==> src/rtl/pe_iter.sv <==
// Iterative processing element: registered GEMM MAC stage plus an N-step unary engine.
// Define PE_ROUND_EN to make sat_trunc round half-up before dropping fraction bits.
module pe_iter #(
    parameter int INT_BW = 5,
    parameter int FRA_BW = 10,
    parameter int MUL_BW = 16,
    parameter int ACC_BW = 32,
    parameter int CNT_BW = 4
) (
    input  logic              clk,
    input  logic              rst_n,
    input  logic [1:0]        mode_i,
    input  logic              in_vld_i,
    input  logic [MUL_BW-1:0] x_i,
    input  logic [MUL_BW-1:0] wc_i,
    input  logic [ACC_BW-1:0] o_i,
    input  logic              start_i,
    input  logic [CNT_BW-1:0] iter_i,
    input  logic [ACC_BW-1:0] mac_i,
    input  logic [MUL_BW-1:0] scale_i,
    input  logic [ACC_BW-1:0] offset_i,
    output logic [MUL_BW-1:0] x_o,
    output logic [MUL_BW-1:0] wc_o,
    output logic [ACC_BW-1:0] o_o,
    output logic [ACC_BW-1:0] mac_o,
    output logic              vld_o,
    output logic              busy_o,
    output logic              done_o,
    output logic              sat_o,
    output logic [1:0]        mode_o
);

    // Handshake: start_i is accepted only in IDLE with a non-GEMM mode; busy_o stays
    // high until the one-cycle done_o pulse ends, and no start is taken while busy_o=1.
    typedef enum logic [1:0] {IDLE = 2'd0, RUN = 2'd1, DONE = 2'd2} state_t;

    localparam logic signed [ACC_BW:0] SAT_MAX =
        ((ACC_BW+1)'(1) << (INT_BW + 2*FRA_BW)) - ((ACC_BW+1)'(1) << FRA_BW);
    localparam logic signed [ACC_BW:0] SAT_MIN =
        -((ACC_BW+1)'(1) << (INT_BW + 2*FRA_BW));
`ifdef PE_ROUND_EN
    localparam logic signed [ACC_BW:0] RND = (ACC_BW+1)'(1) << (FRA_BW - 1);
`else
    localparam logic signed [ACC_BW:0] RND = '0;
`endif

    state_t                   state;
    logic signed [MUL_BW-1:0] wreg, ireg;
    logic signed [ACC_BW-1:0] oreg;
    logic [CNT_BW-1:0]        cnt;
    logic                     vld_d1, vld_q, sat_q;
    logic [1:0]               mode_q;

    logic signed [ACC_BW:0]     acc_rnd;
    logic signed [MUL_BW-1:0]   acc_t;
    logic                       clip;
    logic signed [2*MUL_BW-1:0] step_prod, gemm_prod;
    logic signed [ACC_BW-1:0]   step_next, gemm_next;
    logic                       start_ok, gemm_en;

    // One extra bit keeps the rounding add from wrapping before the clamp.
    always_comb begin
        acc_rnd = {oreg[ACC_BW-1], oreg} + RND;
        clip    = 1'b0;
        acc_t   = acc_rnd[FRA_BW+MUL_BW-1:FRA_BW];
        if (acc_rnd > SAT_MAX) begin
            acc_t = {1'b0, {(MUL_BW-1){1'b1}}};
            clip  = 1'b1;
        end else if (acc_rnd < SAT_MIN) begin
            acc_t = {1'b1, {(MUL_BW-1){1'b0}}};
            clip  = 1'b1;
        end
    end

    always_comb begin
        step_prod = acc_t * $signed(scale_i);
        step_next = ACC_BW'(step_prod) + $signed(offset_i);
        gemm_prod = wreg * ireg;
        gemm_next = ACC_BW'(gemm_prod) + $signed(o_i);
        start_ok  = (state == IDLE) && start_i && (mode_i != 2'b00);
        gemm_en   = (state == IDLE) && (mode_i == 2'b00) && in_vld_i;
    end

    always_ff @(posedge clk or negedge rst_n) begin
        if (!rst_n) begin
            state  <= IDLE;
            wreg   <= '0;
            ireg   <= '0;
            oreg   <= '0;
            cnt    <= '0;
            vld_d1 <= 1'b0;
            vld_q  <= 1'b0;
            sat_q  <= 1'b0;
            mode_q <= 2'b00;
        end else begin
            vld_d1 <= gemm_en;
            vld_q  <= (state == IDLE && !start_ok) ? vld_d1 : 1'b0;
            case (state)
                IDLE: begin
                    if (start_ok) begin
                        mode_q <= mode_i;
                        oreg   <= mac_i;
                        cnt    <= iter_i;
                        sat_q  <= 1'b0;
                        state  <= (iter_i == '0) ? DONE : RUN;
                    end else if (gemm_en) begin
                        wreg <= wc_i;
                        ireg <= x_i;
                        oreg <= gemm_next;
                    end
                end
                RUN: begin
                    oreg <= step_next;
                    cnt  <= cnt - CNT_BW'(1);
                    if (clip) sat_q <= 1'b1;
                    if (cnt == CNT_BW'(1)) state <= DONE;
                end
                DONE:    state <= IDLE;
                default: state <= IDLE;
            endcase
        end
    end

    assign x_o    = ireg;
    assign wc_o   = wreg;
    assign o_o    = oreg;
    assign mac_o  = oreg;
    assign vld_o  = vld_q;
    assign busy_o = (state != IDLE);
    assign done_o = (state == DONE);
    assign sat_o  = sat_q;
    assign mode_o = mode_q;

endmodule

==> config.mk <==
export PLATFORM = sky130hd
export DESIGN_NAME = pe_iter
export DESIGN_NICKNAME = d
export VERILOG_FILES = /design/src/rtl/pe_iter.sv
export SDC_FILE = /design/constraint.sdc
export NUM_CORES = 2
export LEC_CHECK = 0
export CAP_MARGIN = 20
export CORE_UTILIZATION = 27
export CTS_BUF_LIST = sky130_fd_sc_hd__clkbuf_4 sky130_fd_sc_hd__clkbuf_8 sky130_fd_sc_hd__clkbuf_16
export CTS_CLUSTER_SIZE = 14
export DETAILED_ROUTE_END_ITERATION = 7
export PLACE_DENSITY_LB_ADDON = 0.05
export SYNTH_ARGS = -nofsm -noshare
export SYNTH_HDL_FRONTEND = slang
export SYNTH_SLANG_ARGS = --single-unit
==> constraint.sdc <==
create_clock -name clk -period 7.9 [get_ports clk]
set_clock_uncertainty 0.2 [all_clocks]
set_input_delay 2.37 -clock clk [delete_from_list [all_inputs] [get_ports clk]]
set_output_delay 2.37 -clock clk [all_outputs]
set_load 0.02 [all_outputs]
==> results_dict.tcl <==
set metrics [dict create \
    boundaryPins 256 \
    io_buffers 255 \
    clk_pin_slew_ns 0.07 \
    finalWorstSetupSlack_ns -0.0356 \
    core_um2 92200 \
    yosys_warnings 0 \
    areaGrowthSynthToFinish_pct 26.4 \
    antenna_found_initial 3 \
    fp.dieW_um 308 \
    ys.flop_type "dfrtp_1" \
    row_count 111 \
    hold_viol 0 \
    crit_required_ns 7.96 \
    fmax_mhz 126 \
    yosysSeqAreaShare_pct 7.42 \
    layout_commonest_cell "inv_1" \
    via_per_inst 4.40 \
    cts_hold_buf 0 \
    violations "negative setup slack" \
    maxCapViolCount 0 \
    synth_edf_count 0 \
    cp_common_cell "fa_1" \
    grt_pass1_vias 22300 \
    fp.dieH_um 308 \
    hold_path_end "vld_o" \
    holdCritStartpoint "vld_d1" \
    reg2reg_slack_ns 0.01 \
    cp-start-kind "input port" \
    worstReg2RegEnd "mac_o[31]" \
    post-route-period-util_pct 100 \
    utilization_pct 34.7 \
    cp_cell_sequence "buf_2, buf_6, and2_4, fa_1, inv_2, fa_2, fa_1, inv_2, fa_2, fa_1, inv_1, fa_1, inv_2, ha_4, nand4_1, a211o_1, a2111oi_4, o41a_1, and3b_1, o21bai_1, xnor2_1, o22ai_1" \
    critPathMaxStageDelay_ns 0.57 \
    clk_latency_ns 0.40 \
    rr_startpoint "mac_o[3]" \
    synth_cell_types 73 \
    grt_pass1_wl_um 136000 \
    slew_viol_final 0 \
    wl_per_cell_um 19.6 \
    setup_viol 1 \
    drc_errors 0 \
    outcome "complete, but fails checks" \
    h-tree-depth 3 \
    drtAntennaViolNets 0 \
    dr.first_iter.drc_count 835 \
    drive_gt1_share_pct 14.7 \
    slowest_stage "fa_1" \
    crit_type "input port to register" \
    numCtsBuffers 9 \
    fin_crit_ns 7.94 \
    root_buffer "clkbuf_16" \
    grt_max_degree 47 \
    synth_area_um2 25300 \
    finalWirelength_um 87000 \
    ys_seq_elements 75 \
    cts.path.max_buffers 2 \
    r2r_cells 26 \
    gp_congestion 0.840 \
    grt_setup_unrepaired "true" \
    cts_tree "built" \
    worst-slew-pin-transition_ns 0.934 \
    overflow 0 \
    grtUsageTotal_pct 19.1 \
    vias 19500 \
    dp_hpwl_um 75500 \
    postSynthNetCount 3691 \
    fillCellCount 9618 \
    relSlewSlack_pct 37.7 \
    avgSynthCellArea_um2 9.18 \
    cp.arrival_ns 8.00 \
    worst_hold_path_type "register to register" \
    synth_cells 2755 \
    cts_sinks 75 \
    cp_max_fo 6 \
    dr.pass1.iters 5 \
    start_util_pct 27.4 \
    cp.buffers_inverters 6 \
    critical-path-top-delay-family "adder cells" \
    ys_async_sr_fraction_pct 100 \
    hold_depth 1 \
    final_cell_mix "inv_1 (596), fa_1 (563), nand2_1 (408)" \
    dieArea_um2 94900 \
    worst_setup_path_end_kind "register" \
    final_nets 4113 \
]
==> registers in the layout, summed over array words and instances (netlist names) <==
| register | count |
|---|---|
| mode_o | 2 |
| state | 2 |
| mac_o | 32 |
| vld_o | 1 |
| cnt | 4 |
| x_o | 16 |
| sat_o | 1 |
| vld_d1 | 1 |
| wc_o | 16 |
==> cells in the mapped netlist, types with 10 or more instances <==
library cell / instances / area, um^2
inv_1: 622 / 2330
fa_1: 584 / 11700
nand2_1: 417 / 1570
and2_1: 217 / 1360
ha_1: 198 / 2480
clkbuf_1: 94 / 353
dfrtp_1: 75 / 1880
a21oi_1: 71 / 355
nor2_1: 59 / 221
o21ai_0: 56 / 280
xnor2_1: 48 / 420
a21o_1: 33 / 248
buf_4: 33 / 248
nand2b_1: 33 / 206
xor2_1: 22 / 193
nor3_1: 13 / 65.1
nand3_1: 12 / 60.1
o211ai_1: 12 / 90.1
o22ai_1: 11 / 68.8
nor2b_1: 10 / 62.6
==> worst max-delay path by stage <==
stage	from	slack (ns)	to	cells after the start
after floorplan	scale_i[7]	-0.01	mac_o[31]	22
after global placement	scale_i[7]	-0.92	mac_o[31]	22
after detailed placement	scale_i[4]	-0.95	mac_o[31]	23
after CTS	mac_o[9]	-0.08	mac_o[31]	26
after global routing	mac_o[3]	-0.25	mac_o[31]	26
final	scale_i[5]	-0.04	mac_o[31]	22
==> layer usage <==
layer | track usage (%) | vias to the layer above | part of all wire, %
met5 | 0 | - | 0.018
met3 | 2.21 | 65 | 3.8
met1 | 25.7 | 10000 | 45
met2 | 32.6 | 331 | 49
met4 | 4.96 | 2 | 2.0
li1 | - | 9063 | -
==> logic make-up (layout without fill, tap and decap cells) <==
group	after synthesis	count (layout)	share of synthesized area (%)
simple gates	801	801	15.1
fa+ha+maj	782	782	56.0
buf+inv	754	1181	11.7
compound gates	269	269	7.21
flops	75	75	7.42
xor+xnor	70	70	2.42
mux	4	4	0.158
other cells	0	2	0
==> stage by stage <==
stage                     std cells  TNS [ns]  hold slack [ns]  cell area [um^2]  setup WS [ns]
after floorplan                2755   -0.0131            0.251             25400        -0.0131
after global placement         4383    -12.59            0.266             30900         -0.921
after detailed placement       4383    -12.84            0.269             30900         -0.954
after CTS                      4419   -0.0984            0.289             31700        -0.0826
after global routing           4427    -0.748            0.299             32000         -0.252
final                          4427   -0.0356            0.285             32000        -0.0356
==> what timing repair did <==
item	4_1_cts	5_1_grt
buffers inserted	16	8
resized for setup	142	83
endpoints found under the setup margin	17	14
gates cloned	4	0
pin swaps	52	87
endpoints found under the hold margin	0	0
==> final cells by class <==
cell class                 instances  area, um^2  area share (%)
multi-input combinational       1926       21000            65.8
timing repair buffer             543        4840            15.1
inverter                         622        2340            7.31
sequential                        75        1880            5.87
tap                             1243        1560            4.86
clock buffer                       9         225           0.704
clock inverter                     7         109           0.340
antenna                            2        5.00          0.0157
Power is left out: the tool's default activity adds up to more than one toggle a clock period on the data nets, which glitch-free logic cannot reach.
